===== config.mk =====
export PLATFORM = sky130hd
export DESIGN_NAME = plca_segment_scheduler_flat
export DESIGN_NICKNAME = d
export VERILOG_FILES = /design/src/rtl/plca_segment_scheduler_pkg.sv /design/src/rtl/plca_segment_scheduler_if.sv /design/src/rtl/plca_segment_scheduler_popcount16.sv /design/src/rtl/plca_segment_scheduler.sv /design/src/flat_wrapper.sv
export SDC_FILE = /design/constraint.sdc
export NUM_CORES = 1
export LEC_CHECK = 0
export BUFFER_PORTS_ARGS = -buffer_cell sky130_fd_sc_hd__buf_4
export CAP_MARGIN = 5
export CORE_MARGIN = 10
export CORE_UTILIZATION = 58
export DETAILED_ROUTE_END_ITERATION = 8
export GPL_ROUTABILITY_DRIVEN = 0
export GPL_TIMING_DRIVEN = 1
export PLACE_DENSITY = 0.8
export SYNTH_ARGS = -nofsm -noshare
export SYNTH_HDL_FRONTEND = slang
export SYNTH_SLANG_ARGS = --single-unit

===== constraint.sdc =====
create_clock -name clk -period 4.4 [get_ports clk]
set_input_delay 0.44 -clock clk [delete_from_list [all_inputs] [get_ports clk]]
set_output_delay 0.44 -clock clk [all_outputs]
set_load 0.1 [all_outputs]

===== src/rtl/plca_segment_scheduler_pkg.sv =====
// Shared state encodings, flags and default timer values for the PLCA segment scheduler.
package plca_segment_scheduler_pkg;

  typedef enum logic [2:0] {
    ST_IDLE    = 3'd0,
    ST_BEACON  = 3'd1,
    ST_WAIT_TO = 3'd2,
    ST_COMMIT  = 3'd3,
    ST_BURST   = 3'd4,
    ST_NEXT    = 3'd5,
    ST_RECOVER = 3'd6
  } sched_state_e;

  localparam logic TRUE  = 1'b1;
  localparam logic FALSE = 1'b0;

  localparam int DEF_NODES       = 16;
  localparam int DEF_TO_TIMER    = 32;
  localparam int DEF_BEACON_LEN  = 20;
  localparam int DEF_MAX_BC      = 0;
  localparam int DEF_BURST_TIMER = 128;

  // Highest node ID served in a cycle; 0 or anything above 16 means a full segment.
  function automatic logic [3:0] last_node(input logic [4:0] node_count);
    if (node_count == 5'd0 || node_count > 5'd16) return 4'd15;
    return 4'(node_count - 5'd1);
  endfunction

endpackage


===== src/rtl/plca_segment_scheduler_if.sv =====
// Node-side bus of the scheduler: per-node grant/request/activity lines and the beacon.
interface plca_segment_scheduler_if #(
  parameter int NODES = 16
);
  // grant is a one-hot transmit opportunity; the granted node answers by raising its
  // tx_activity bit (the "ready" side) and keeps it high for the whole packet. tx_req
  // is only meaningful while a node holds grant and means "another packet is pending".
  logic [NODES-1:0] grant;
  logic [NODES-1:0] tx_req;
  logic [NODES-1:0] tx_activity;
  logic             beacon;

  modport master (output grant, output beacon, input tx_req, input tx_activity);
  modport slave  (input grant, input beacon, output tx_req, output tx_activity);
endinterface


===== src/rtl/plca_segment_scheduler_popcount16.sv =====
// Combinational activity census: more-than-one-talker and someone-other-than-owner flags.
module plca_segment_scheduler_popcount16 (
  input  logic [15:0] act,
  input  logic [3:0]  cur_id,
  output logic        multi,
  output logic        other
);
  logic [4:0]  cnt;
  logic [15:0] others;

  always_comb begin
    cnt = '0;
    for (int i = 0; i < 16; i++) cnt = cnt + 5'(act[i]);
    others         = act;
    others[cur_id] = 1'b0;
    multi          = (cnt > 5'd1);
    other          = |others;
  end
endmodule


===== src/rtl/plca_segment_scheduler.sv =====
// Round-robin transmit-opportunity scheduler: beacon, one-hot grants, burst extension,
// and policing of unauthorised or overlapping segment activity.
module plca_segment_scheduler
  import plca_segment_scheduler_pkg::*;
#(
  parameter int NODES       = DEF_NODES,
  parameter int TO_TIMER    = DEF_TO_TIMER,
  parameter int BEACON_LEN  = DEF_BEACON_LEN,
  parameter int MAX_BC      = DEF_MAX_BC,
  parameter int BURST_TIMER = DEF_BURST_TIMER
) (
  input  logic                      clk,
  input  logic                      reset_n,
  input  logic                      enable,
  input  logic [4:0]                node_count,
  plca_segment_scheduler_if.master  bus,
  output logic [3:0]                cur_id,
  output logic                      collision,
  output logic                      violation,
  output logic [15:0]               err_count,
  output logic [2:0]                state
);
  localparam logic [NODES-1:0] ONE         = NODES'(1);
  localparam logic [15:0]      BEACON_LAST = 16'(BEACON_LEN - 1);
  localparam logic [15:0]      TO_LAST     = 16'(TO_TIMER - 1);
  localparam logic [15:0]      BURST_LAST  = 16'(BURST_TIMER - 1);

  sched_state_e     st;
  logic [NODES-1:0] grant_q;
  logic             beacon_q;
  logic [15:0]      timer;
  logic [7:0]       bc;
  logic [3:0]       last_id_q;
  logic             multi, other, any_act, own_act, own_req;

  plca_segment_scheduler_popcount16 u_popcount (
    .act    (bus.tx_activity),
    .cur_id (cur_id),
    .multi  (multi),
    .other  (other)
  );

  assign any_act    = |bus.tx_activity;
  assign own_act    = bus.tx_activity[cur_id];
  assign own_req    = bus.tx_req[cur_id];
  assign bus.grant  = grant_q;
  assign bus.beacon = beacon_q;
  assign state      = st;

  always_ff @(posedge clk or negedge reset_n) begin
    if (!reset_n) begin
      st        <= ST_IDLE;
      grant_q   <= '0;
      beacon_q  <= FALSE;
      cur_id    <= '0;
      collision <= FALSE;
      violation <= FALSE;
      err_count <= '0;
      timer     <= '0;
      bc        <= '0;
      last_id_q <= 4'd15;
    end else begin
      collision <= multi;
      violation <= FALSE;
      timer     <= timer + 16'd1;
      if (!enable) begin
        st       <= ST_IDLE;
        grant_q  <= '0;
        beacon_q <= FALSE;
        cur_id   <= '0;
      end else begin
        case (st)
          ST_IDLE: begin
            if (!any_act) begin
              st       <= ST_BEACON;
              beacon_q <= TRUE;
              cur_id   <= '0;
              timer    <= '0;
            end
          end
          ST_BEACON: begin
            last_id_q <= last_node(node_count);
            if (any_act) begin
              st        <= ST_RECOVER;
              beacon_q  <= FALSE;
              grant_q   <= '0;
              violation <= TRUE;
              if (err_count != 16'hFFFF) err_count <= err_count + 16'd1;
            end else if (timer == BEACON_LAST) begin
              st       <= ST_WAIT_TO;
              beacon_q <= FALSE;
              grant_q  <= ONE << cur_id;
              timer    <= '0;
            end
          end
          // The owner's own activity is checked before the timer so a start on the
          // last cycle of the window still counts.
          ST_WAIT_TO, ST_COMMIT, ST_BURST: begin
            if (other) begin
              st        <= ST_RECOVER;
              grant_q   <= '0;
              violation <= TRUE;
              if (err_count != 16'hFFFF) err_count <= err_count + 16'd1;
            end else if (st == ST_COMMIT) begin
              if (!own_act) begin
                if (int'(bc) < MAX_BC && own_req) begin
                  st    <= ST_BURST;
                  bc    <= bc + 8'd1;
                  timer <= '0;
                end else begin
                  st      <= ST_NEXT;
                  grant_q <= '0;
                end
              end
            end else if (own_act) begin
              st <= ST_COMMIT;
              if (st == ST_WAIT_TO) bc <= '0;
            end else if ((st == ST_WAIT_TO && timer == TO_LAST) ||
                         (st == ST_BURST && timer == BURST_LAST)) begin
              st      <= ST_NEXT;
              grant_q <= '0;
            end
          end
          ST_NEXT: begin
            if (any_act) begin
              st        <= ST_RECOVER;
              violation <= TRUE;
              if (err_count != 16'hFFFF) err_count <= err_count + 16'd1;
            end else if (cur_id == last_id_q) begin
              st       <= ST_BEACON;
              beacon_q <= TRUE;
              cur_id   <= '0;
              timer    <= '0;
            end else begin
              st      <= ST_WAIT_TO;
              grant_q <= ONE << (cur_id + 4'd1);
              cur_id  <= cur_id + 4'd1;
              timer   <= '0;
            end
          end
          ST_RECOVER: begin
            if (!any_act) begin
              st       <= ST_BEACON;
              beacon_q <= TRUE;
              cur_id   <= '0;
              timer    <= '0;
            end
          end
          default: begin
            st      <= ST_IDLE;
            grant_q <= '0;
          end
        endcase
      end
    end
  end
endmodule


===== src/flat_wrapper.sv =====
// flat-port wrapper written by rule: the top's interface ports become plain ports
module plca_segment_scheduler_flat import plca_segment_scheduler_pkg::*;
#(
  parameter int NODES       = DEF_NODES,
  parameter int TO_TIMER    = DEF_TO_TIMER,
  parameter int BEACON_LEN  = DEF_BEACON_LEN,
  parameter int MAX_BC      = DEF_MAX_BC,
  parameter int BURST_TIMER = DEF_BURST_TIMER
)
  (clk, reset_n, enable, node_count, cur_id, collision, violation, err_count, state, bus_grant, bus_beacon, bus_tx_req, bus_tx_activity);
  plca_segment_scheduler_if #(.NODES(NODES)) bus_i ();
  input  logic clk;
  input  logic reset_n;
  input  logic enable;
  input  logic [4:0] node_count;
  output logic [3:0] cur_id;
  output logic collision;
  output logic violation;
  output logic [15:0] err_count;
  output logic [2:0] state;
  output wire logic [$bits(bus_i.grant)-1:0] bus_grant;
  output wire logic [$bits(bus_i.beacon)-1:0] bus_beacon;
  input wire logic [$bits(bus_i.tx_req)-1:0] bus_tx_req;
  input wire logic [$bits(bus_i.tx_activity)-1:0] bus_tx_activity;
  assign bus_grant = bus_i.grant;
  assign bus_beacon = bus_i.beacon;
  assign bus_i.tx_req = bus_tx_req;
  assign bus_i.tx_activity = bus_tx_activity;
  plca_segment_scheduler #(.NODES(NODES), .TO_TIMER(TO_TIMER), .BEACON_LEN(BEACON_LEN), .MAX_BC(MAX_BC), .BURST_TIMER(BURST_TIMER)) u_core (.clk(clk), .reset_n(reset_n), .enable(enable), .node_count(node_count), .bus(bus_i), .cur_id(cur_id), .collision(collision), .violation(violation), .err_count(err_count), .state(state));
endmodule

Word level (Yosys, flattened, before mapping). Index checks and enable logic that the tools add are counted.

Memories kept: 0. Logic and storage cells: 138. Memory bits (writable): 0. Bits in read-only memories: 0. Input port bits: 40. Bits in latches: 0. Bits in registers: 62. Output and inout port bits: 42.

Divide/modulo/power cells: 0. Muxes and demuxes: 57. Reduce and logical (&&, ||, !) cells: 20. Bitwise gates (word level): 2. Magnitude comparators: 4. Shift operators: 2. Add/subtract/negate cells: 19. Multipliers: 0. Equality and inequality tests: 25.

Operators by type and width (number): two-way mux 16 bit (17); one-hot mux 16 bit (2 select lines) (2); one-hot mux 16 bit (4 select lines) (1); adder 5 x 1 -> 5 bit (11); adder 16 x 1 -> 16 bit, second input constant (2); == test 16 x 5 -> 1 bit, second input constant (2); OR reduction 16 bit (2); left shift 1 x 4 -> 16 bit, first input constant (2); two-way mux 3 bit (10); two-way mux 4 bit (6); bitwise AND 16 bit (1); == test 16 x 7 -> 1 bit, second input constant (1); inequality test 16 bit, second input constant (1); NOT 16 bit (1); two-way mux 1 bit (14); one-hot mux 3 bit (4 select lines) (1); == test 3 bit, second input constant (3); inequality test 3 bit, second input constant (3); inequality test 4 x 2 -> 1 bit, second input constant (2); one-hot mux 4 bit (2 select lines) (1); AND reduction 4 bit (2); == test 3 x 2 -> 1 bit, second input constant (2); inequality test 3 x 2 -> 1 bit, second input constant (2); inequality test 6 x 2 -> 1 bit, second input constant (1); other kinds (33) (39).

Logic depth before layout (Yosys ltp). Gate-level depths: netlist (run 1).

Depth after elaboration: 16. Depth in mapped cells: 12. Mapped depth without buffers: 12.

By module. Synthesis (run 1) repeated with hierarchy kept, for this count alone.

Cells, all modules: 470. Area, all modules: 4401.7 sq um.

Modules (own cells, without submodules): plca_segment_scheduler (cells each 383, area an instance 3729.8 sq um, sequential area each 1556.5 sq um, times used 1); plca_segment_scheduler_popcount16 (cells each 87, area an instance 671.9 sq um, sequential area each 0.0 sq um, times used 1).

Least setup slack after synthesis (run 1). Ideal clock, no wire load.

Path kind: input-to-reg. Start: input bus_tx_activity[0]. End: register u_core.collision. Buffers on the path: 0. Cell stages on the path: 12. Setup slack: 0.877 ns. Required time: 4.276 ns. Data arrival time: 3.399 ns. Library setup time: 0.124 ns. Cells stage by stage: inv_1 > fa_1 > fa_1 > fa_1 > fa_1 > inv_1 > ha_1 > inv_1 > fa_1 > a211oi_1 > mux2_2 > nand3_1.

Word-level cells in the longest chain between the ends: 16.

RTL lines: start, declared (RTL line flat_wrapper.sv:24) `input wire logic [$bits(bus_i.tx_activity)-1:0] bus_tx_activity;`; adder 1 x 1 -> 2 bit (RTL line plca_segment_scheduler_popcount16.sv:13) `for (int i = 0; i < 16; i++) cnt = cnt + 5'(act[i]);`; adder 2 x 1 -> 3 bit (RTL line plca_segment_scheduler_popcount16.sv:13); adder 3 x 1 -> 4 bit (RTL line plca_segment_scheduler_popcount16.sv:13); adder 4 x 1 -> 5 bit (RTL line plca_segment_scheduler_popcount16.sv:13); adder 5 x 1 -> 5 bit (11 in series) (RTL line plca_segment_scheduler_popcount16.sv:13); greater-than comparator 5 x 1 -> 1 bit (RTL line plca_segment_scheduler_popcount16.sv:16) `multi = (cnt > 5'd1);`; net u_core.multi (RTL line plca_segment_scheduler.sv:34) `logic multi, other, any_act, own_act, own_req;`; end signal, assigned (RTL line plca_segment_scheduler.sv:63) `collision <= multi;`; end, declared (RTL line plca_segment_scheduler.sv:18) `output logic collision,`.

The timed path passes the listed nets, and every way through them passes these cells. A chain may end at the register's enable or synchronous reset.

Final worst setup path (run 1).
Start: input bus_tx_activity[1]. End: register u_core.collision.

Same word-level chain as after synthesis.

==> metrics.md, run 1 <==
| Metric | Value |
|---|---|
| Critical Path AT | `3800 ps` |
| CP endpoint kind | `flop` |
| Final min period | `3560 ps` |
| Fin crit share | `0.809` |
| Warnings, synthesis | `0` |
| Num CTS Buffers | `9` |
| Initial antenna violation count | `0` |
| Dpl cells | `615` |
| IO Port Bufs | `65` |
| Via count | `3631` |
| # rows | `31` |
| Most frequent cell after synthesis | `dfrtp_1` |
| MaxCap Viol Count | `0` |
| Crit Path Category | `in2reg` |
| Clk sink count | `62` |
| Worst r2r src | `u_core.cur_id[2]` |
| DRT iter0 DRCs | `252` |
| Post-CTS resize count | `0` |
| Post-CTS Hold Fix Bufs | `0` |
| Pre-antenna DRT Iters | `5` |
| Syn nets | `536` |
| First-pass GRT wire length | `17.5 mm` |
| Post-Synthesis Cells | `467` |
| Total Die Area | `0.0114 mm^2` |
| Clock tree buffer depth | `2` |
| Worst setup startpoint | `bus_tx_activity[1]` |
| Overflow after GRT | `0` |
| Ant. Diodes | `0` |
| Synth top cells by count | `58 x dfrtp_1, 50 x nand2_1, 40 x inv_1, 37 x nor2_1, 30 x o21ai_0` |
| Slew @ Worst Pin | `827 ps` |
| Synthesized flop and latch total | `62` |
| Clock Tree Root | `clkbuf_8` |
| CTS tree | `yes` |
| Fin. Hold Viols | `0` |
| WL final | `10.3 mm` |
| R2R depth | `5` |
| GR Util All Layers | `0.185` |
| VDD IR-drop max | `0.328 mV` |
| Layout cells sized above 1 | `0.196` |
| Final Max Tran Viols | `0` |
| Core Util, Final | `0.699` |
| Crit-path max FO | `3` |
| Max_slew headroom | `0.449` |
| Drc violations | `0` |
| Setup bufs post-CTS | `0` |
| Worst path cell trace | `buf_4 > inv_1 > fa_1 > fa_1 > fa_1 > fa_1 > inv_1 > ha_1 > inv_1 > fa_1 > a211oi_1 > mux2_2 > nand3_1` |
| Area growth syn-to-layout | `17.0%` |
| DR vias/cell | `5.76` |
| Yosys top cell by area | `dfrtp_1` |
| Number of flops mapped to enable cells by yosys | `0` |
| Placed inst area | `0.00488 mm^2` |
| Reg clk slew, reported paths | `70 ps` |
| Synth Flop Type | `dfrtp_1` |
| Die height | `107 um` |
| Most used cell along the critical path | `fa_1` |
| Core Footprint | `0.00729 mm^2` |
| Htree depth | `3` |
| CP Launch Type | `input port` |
| RSZ-0062 raised after global routing | `false` |
| R2R Path End | `u_core.err_count[1]` |
| Ports | `82` |
| Clock Latency Late Sink | `350 ps` |
| Total power draw | `2.40 mW` |
| CP max-delay cell | `fa_1` |
| Max incr delay on CP | `530 ps` |
| Final setup vio count | `0` |
| Hold WC Path Type | `in2async` |
| Vias in the first global route | `3626` |
| Pwr/cell area | `470 mW/mm^2` |
| Largest net degree at the start of global routing | `63` |
| Synth Cell Area | `0.00436 mm^2` |
| Yosys top cell area share | `0.333` |
| Initial core utilization | `0.598` |
| Dpl hpwl | `7.81 mm` |
| Layout Cells excl Fill | `630` |
| Top cells by area, synth | `dfrtp_1 33%, ha_1 5.5%, xor2_1 5.4%` |
| Status | `completed` |
| Net count, final | `596` |
| DR WL/cell | `16.4 um` |
| Die W | `107 um` |
| Setup TNS | `0 ps` |
| Leak pwr | `2.37 nW` |
| Final instance area | `0.00510 mm^2` |
| Seq/Total Area, Yosys | `0.357` |
| Async S/R FF share, synth | `1.00` |
| Post-route ant nets | `0` |
| Fill cells | `572` |
| Highest clock rate | `281 MHz` |
| Final Skew | `13.0 ps` |
| CP endpoint | `u_core.collision` |
| Synth unique cells | `60` |
| Avg Cell Area, Syn | `9.33 um^2` |
| Reg2Reg Setup Slack | `1160 ps` |
| Worst path required time | `4630 ps` |
[layer usage]
| metal | up-vias | global-route usage | wire length [um] |
|---|---|---|---|
| met5 | - | 0 | 0 |
| met3 | 20 | 0.0515 | 678 |
| met4 | 0 | 0.0745 | 184 |
| met2 | 119 | 0.285 | 4770 |
| met1 | 1734 | 0.239 | 4670 |
| li1 | 1758 | - | - |
[stage by stage]
stage | hold WS [ps] | setup slack (ps)
final | 171 | 840
after global routing | 234 | 699
after CTS | 195 | 817
after detailed placement | 452 | 482
after global placement | 445 | 664
after floorplan | 144 | 877
[placed cells by master (no fill, tap or decap), types with 5 or more instances in the layout]
| cell | Yosys | routed |
|---|---|---|
| a21oi_1 | 14 | 14 |
| a22o_1 | 11 | 11 |
| and3_1 | 8 | 8 |
| buf_4 | 3 | 66 |
| clkbuf_8 | 0 | 11 |
| dfrtp_1 | 58 | 58 |
| fa_1 | 10 | 10 |
| ha_1 | 19 | 19 |
| inv_1 | 40 | 40 |
| mux2i_1 | 10 | 10 |
| nand2_1 | 50 | 50 |
| nand3_1 | 18 | 18 |
| nand4_1 | 5 | 5 |
| nor2_1 | 37 | 37 |
| nor2b_1 | 5 | 5 |
| nor3_1 | 15 | 15 |
| nor3b_1 | 5 | 5 |
| nor4_1 | 10 | 10 |
| nor4b_1 | 5 | 5 |
| o21ai_0 | 30 | 30 |
| xnor2_1 | 12 | 12 |
| xor2_1 | 27 | 27 |
[logic make-up after synthesis]
family / synth area share
buffers and inverters: 0.0577
DFF: 0.357
AOI/OAI and AO/OA: 0.128
muxes: 0.0557
adders and majority gates: 0.100
xor gates and xnor gates: 0.0784
and+or+nand+nor: 0.223
[worst max-delay path, delay by kind of cell]
| family | cells | cell delay, ps |
|---|---|---|
| buffers and inverters | 4 | 360 |
| multiplexers | 1 | 200 |
| AND/OR/NAND/NOR | 1 | 60 |
| adder cells (fa/ha/maj) | 6 | 2500 |
| AO/OA/AOI/OAI | 1 | 220 |
[layout make-up]
class	count	area [um^2]	share of cell area
multi-input cells	348	2550	0.500
flip-flops and latches	62	1560	0.305
repair buffers	66	495	0.0972
clock buffers	11	151	0.0297
inverters	40	150	0.0294
well taps	99	124	0.0243
clock inverters	4	70.1	0.0137
[sequential cells by signal, summed over array words and instances, names as in the netlist]
name	cells
u_core.timer	16
u_core.bus.grant	16
u_core.bus.beacon	1
u_core.cur_id	4
u_core.state	3
u_core.collision	1
u_core.last_id_q	4
u_core.violation	1
u_core.err_count	16
[power breakdown]
part	internal, mW	switching (mW)
Sequential	0.653	0.114
Combinational	0.327	0.736
Clock	0.345	0.221
Total	1.33	1.07
[worst min path at each step]
stage	end
final	u_core.timer[9]
after global routing	u_core.timer[9]
after CTS	u_core.timer[9]
after detailed placement	u_core.timer[0]
after global placement	u_core.timer[0]
after floorplan	u_core.bus.beacon
(Power assumes the default switching activity.)
==> run 2, diff against run 1 <==
ABC_AREA = 1   (was not set)
CORE_UTILIZATION = 57   (was 58)
PLACE_DENSITY = 0.78   (was 0.8)
clock period = 3.7 ns   (was 4.4 ns; I/O delays follow)
==> metrics.md, run 2 <==
| Metric | Value |
|---|---|
| Status | `completed` |
| Initial core utilization | `0.585` |
| Yosys top cell by area | `dfrtp_1` |
| Footprint of the multi-input gates | `0.00280 mm^2` |
| Dpl hpwl | `9.33 mm` |
| Ports | `82` |
| Vias in the first global route | `4558` |
| Post-CTS resize count | `0` |
| Seq/Total Area, Yosys | `0.325` |
| IO Port Bufs | `65` |
| Num CTS Buffers | `9` |
| Ant. Diodes | `0` |
| Synth unique cells | `41` |
| Total Die Area | `0.0125 mm^2` |
| Clk pwr share | `0.190` |
| Final setup vio count | `0` |
| Leak pwr | `2.73 nW` |
| P_int | `1.67 mW` |
| Most frequent cell after synthesis | `nand2_1` |
| Fin crit share | `0.898` |
| GR Util All Layers | `0.196` |
| Placed inst area | `0.00532 mm^2` |
| Dpl cells | `832` |
| Clock Tree Root | `clkbuf_8` |
| Final Max Tran Viols | `0` |
| Most common cell after layout, fill and taps aside | `nand2_1` |
| VDD IR-drop max | `0.432 mV` |
| Final setup margin | `379 ps` |
| DRT iter0 DRCs | `341` |
| WL final | `12.4 mm` |
| Die W | `112 um` |
| Synth Cell Area | `0.00478 mm^2` |
| DR WL/cell | `14.6 um` |
| Post-Synthesis Cells | `679` |
| Number of flops mapped to enable cells by yosys | `0` |
| Setup bufs post-CTS | `0` |
| Via count | `4706` |
| Crit Path Category | `in2reg` |
| Fill cells | `735` |
| Layout cells sized above 1 | `0.151` |
| RSZ-0062 raised after global routing | `false` |
| Final min period | `3320 ps` |
| Syn nets | `748` |
| Top cells by area, synth | `dfrtp_1 30%, nand2_1 16%, inv_1 6.1%` |
| Post-CTS Hold Fix Bufs | `0` |
| Warnings, synthesis | `0` |
| MaxCap Viol Count | `0` |
| Layout Cells excl Fill | `848` |
| Pre-antenna DRT Iters | `6` |
| Drc violations | `0` |
| Hold WC Path Type | `in2async` |
| Slew @ Worst Pin | `784 ps` |
| Post-route ant nets | `0` |
| Initial antenna violation count | `0` |
| Worst r2r src | `u_core.cur_id[1]` |
| Fin. Hold Viols | `0` |
| First-pass GRT wire length | `21.0 mm` |
| Crit-path max FO | `3` |
| Worst path required time | `3910 ps` |
| CP endpoint kind | `flop` |
| Synth top cells by count | `203 x nand2_1, 78 x inv_1, 69 x nor2_1, 58 x dfrtp_1, 45 x nand3_1` |
| Area growth syn-to-layout | `15.7%` |
| Switching pwr | `1.79 mW` |
| Synth Flop Type | `dfrtp_1` |
| Core Util, Final | `0.677` |
| Worst setup startpoint | `bus_tx_activity[1]` |
| Switching Share | `0.517` |
| CTS tree | `yes` |
| CP Launch Type | `input port` |
| Clk sink count | `62` |
| Overflow after GRT | `0` |
| Clock tree buffer depth | `2` |
| Pre-CTS WS | `13.4 ps` |
| Max_slew headroom | `0.477` |
| Seq pwr share | `0.276` |
| Yosys top cell area share | `0.303` |
| Avg Cell Area, Syn | `7.04 um^2` |
| Core Footprint | `0.00818 mm^2` |
| Pwr/cell area | `626 mW/mm^2` |
| Setup TNS | `0 ps` |
| Clock Latency Late Sink | `340 ps` |
| Final Skew | `10.3 ps` |
| Largest net degree at the start of global routing | `63` |
| # rows | `33` |
| Htree depth | `3` |
| Net count, final | `807` |
| Synthesized flop and latch total | `62` |
| Critical Path AT | `3530 ps` |
| Comb pwr share | `0.533` |
| Die height | `112 um` |
| Highest clock rate | `301 MHz` |
| Async S/R FF share, synth | `1.00` |
| DR vias/cell | `5.55` |
| Total power draw | `3.47 mW` |
| Hold WS | `96.3 ps` |
| Commonest non-fill, non-tap cells in the layout | `203 x nand2_1, 78 x inv_1, 69 x nor2_1, 69 x buf_4, 58 x dfrtp_1` |
| Final instance area | `0.00553 mm^2` |
| FF+latch area | `0.00156 mm^2` |
| Reg clk slew, reported paths | `80 ps` |
-- run 2: cell types whose count changed after synthesis, sizes merged, moves of 7 or more --
cell	change
nand2	+156
nor4	-7
nor4b	-7
a22o	-11
nor2	+38
xor2	-11
inv	+42
nand3	+29
a21oi	+10
xnor2	-8
and3	-7
mux2i	-10
nand4	+34
-- run 2: path summary, 6_finish.rpt --
path	slack [ps]	cells past startpoint	to
worst max-delay path	380	13	u_core.collision
worst min-delay path	100	1	u_core.timer[15]
worst max register to register	710	13	u_core.err_count[12]
worst min register to register	480	2	u_core.bus.grant[14]
max in group asynchronous	3070	1	u_core.bus.grant[12]
min in group clk	180	2	u_core.last_id_q[0]
-- run 2: worst max-delay path, stage by stage --
cell	delay, ps
buf_4	110
inv_1	110
fa_1	460
fa_1	500
fa_1	530
fa_1	400
inv_1	70
ha_1	160
inv_1	50
fa_1	380
a211o_1	230
nand2_1	60
o2111ai_1	90
-- run 2: power groups by stage --
| stage | combinational [mW] | sequential [mW] | clock (mW) |
|---|---|---|---|
| floorplan | 0.876 | 1.52 | 0 |
| global route | 2.02 | 0.982 | 0.698 |
| finish | 1.85 | 0.958 | 0.660 |
| CTS | 1.85 | 0.955 | 0.670 |
| global placement | 1.80 | 0.962 | 0 |
| detailed placement | 1.84 | 0.969 | 0 |
-- run 2: final cells by class --
class                   instances  area share
clock inverters                 6      0.0156
multi-input cells             512       0.506
repair buffers                 69      0.0936
flip-flops and latches         62       0.281
inverters                      84      0.0570
clock buffers                  10      0.0231
well taps                     105      0.0237
-- run 2: kinds of logic (layout without fill, tap and decap cells) --
logic type,Yosys count,after routing,share of synthesized area
adder cells (fa/ha/maj),29,29,0.0916
flip-flops,62,62,0.325
XOR/XNOR,20,20,0.0366
AND/OR/NAND/NOR,398,398,0.377
buffers and inverters,105,169,0.0897
AO/OA/AOI/OAI,65,65,0.0798
-- run 2: routing by layer --
layer	vias up	track usage	wire [um]
li1	2320	-	-
met1	2177	0.243	5460
met3	30	0.0456	683
met4	0	0.0805	294
met5	-	0	0
met2	179	0.321	5920
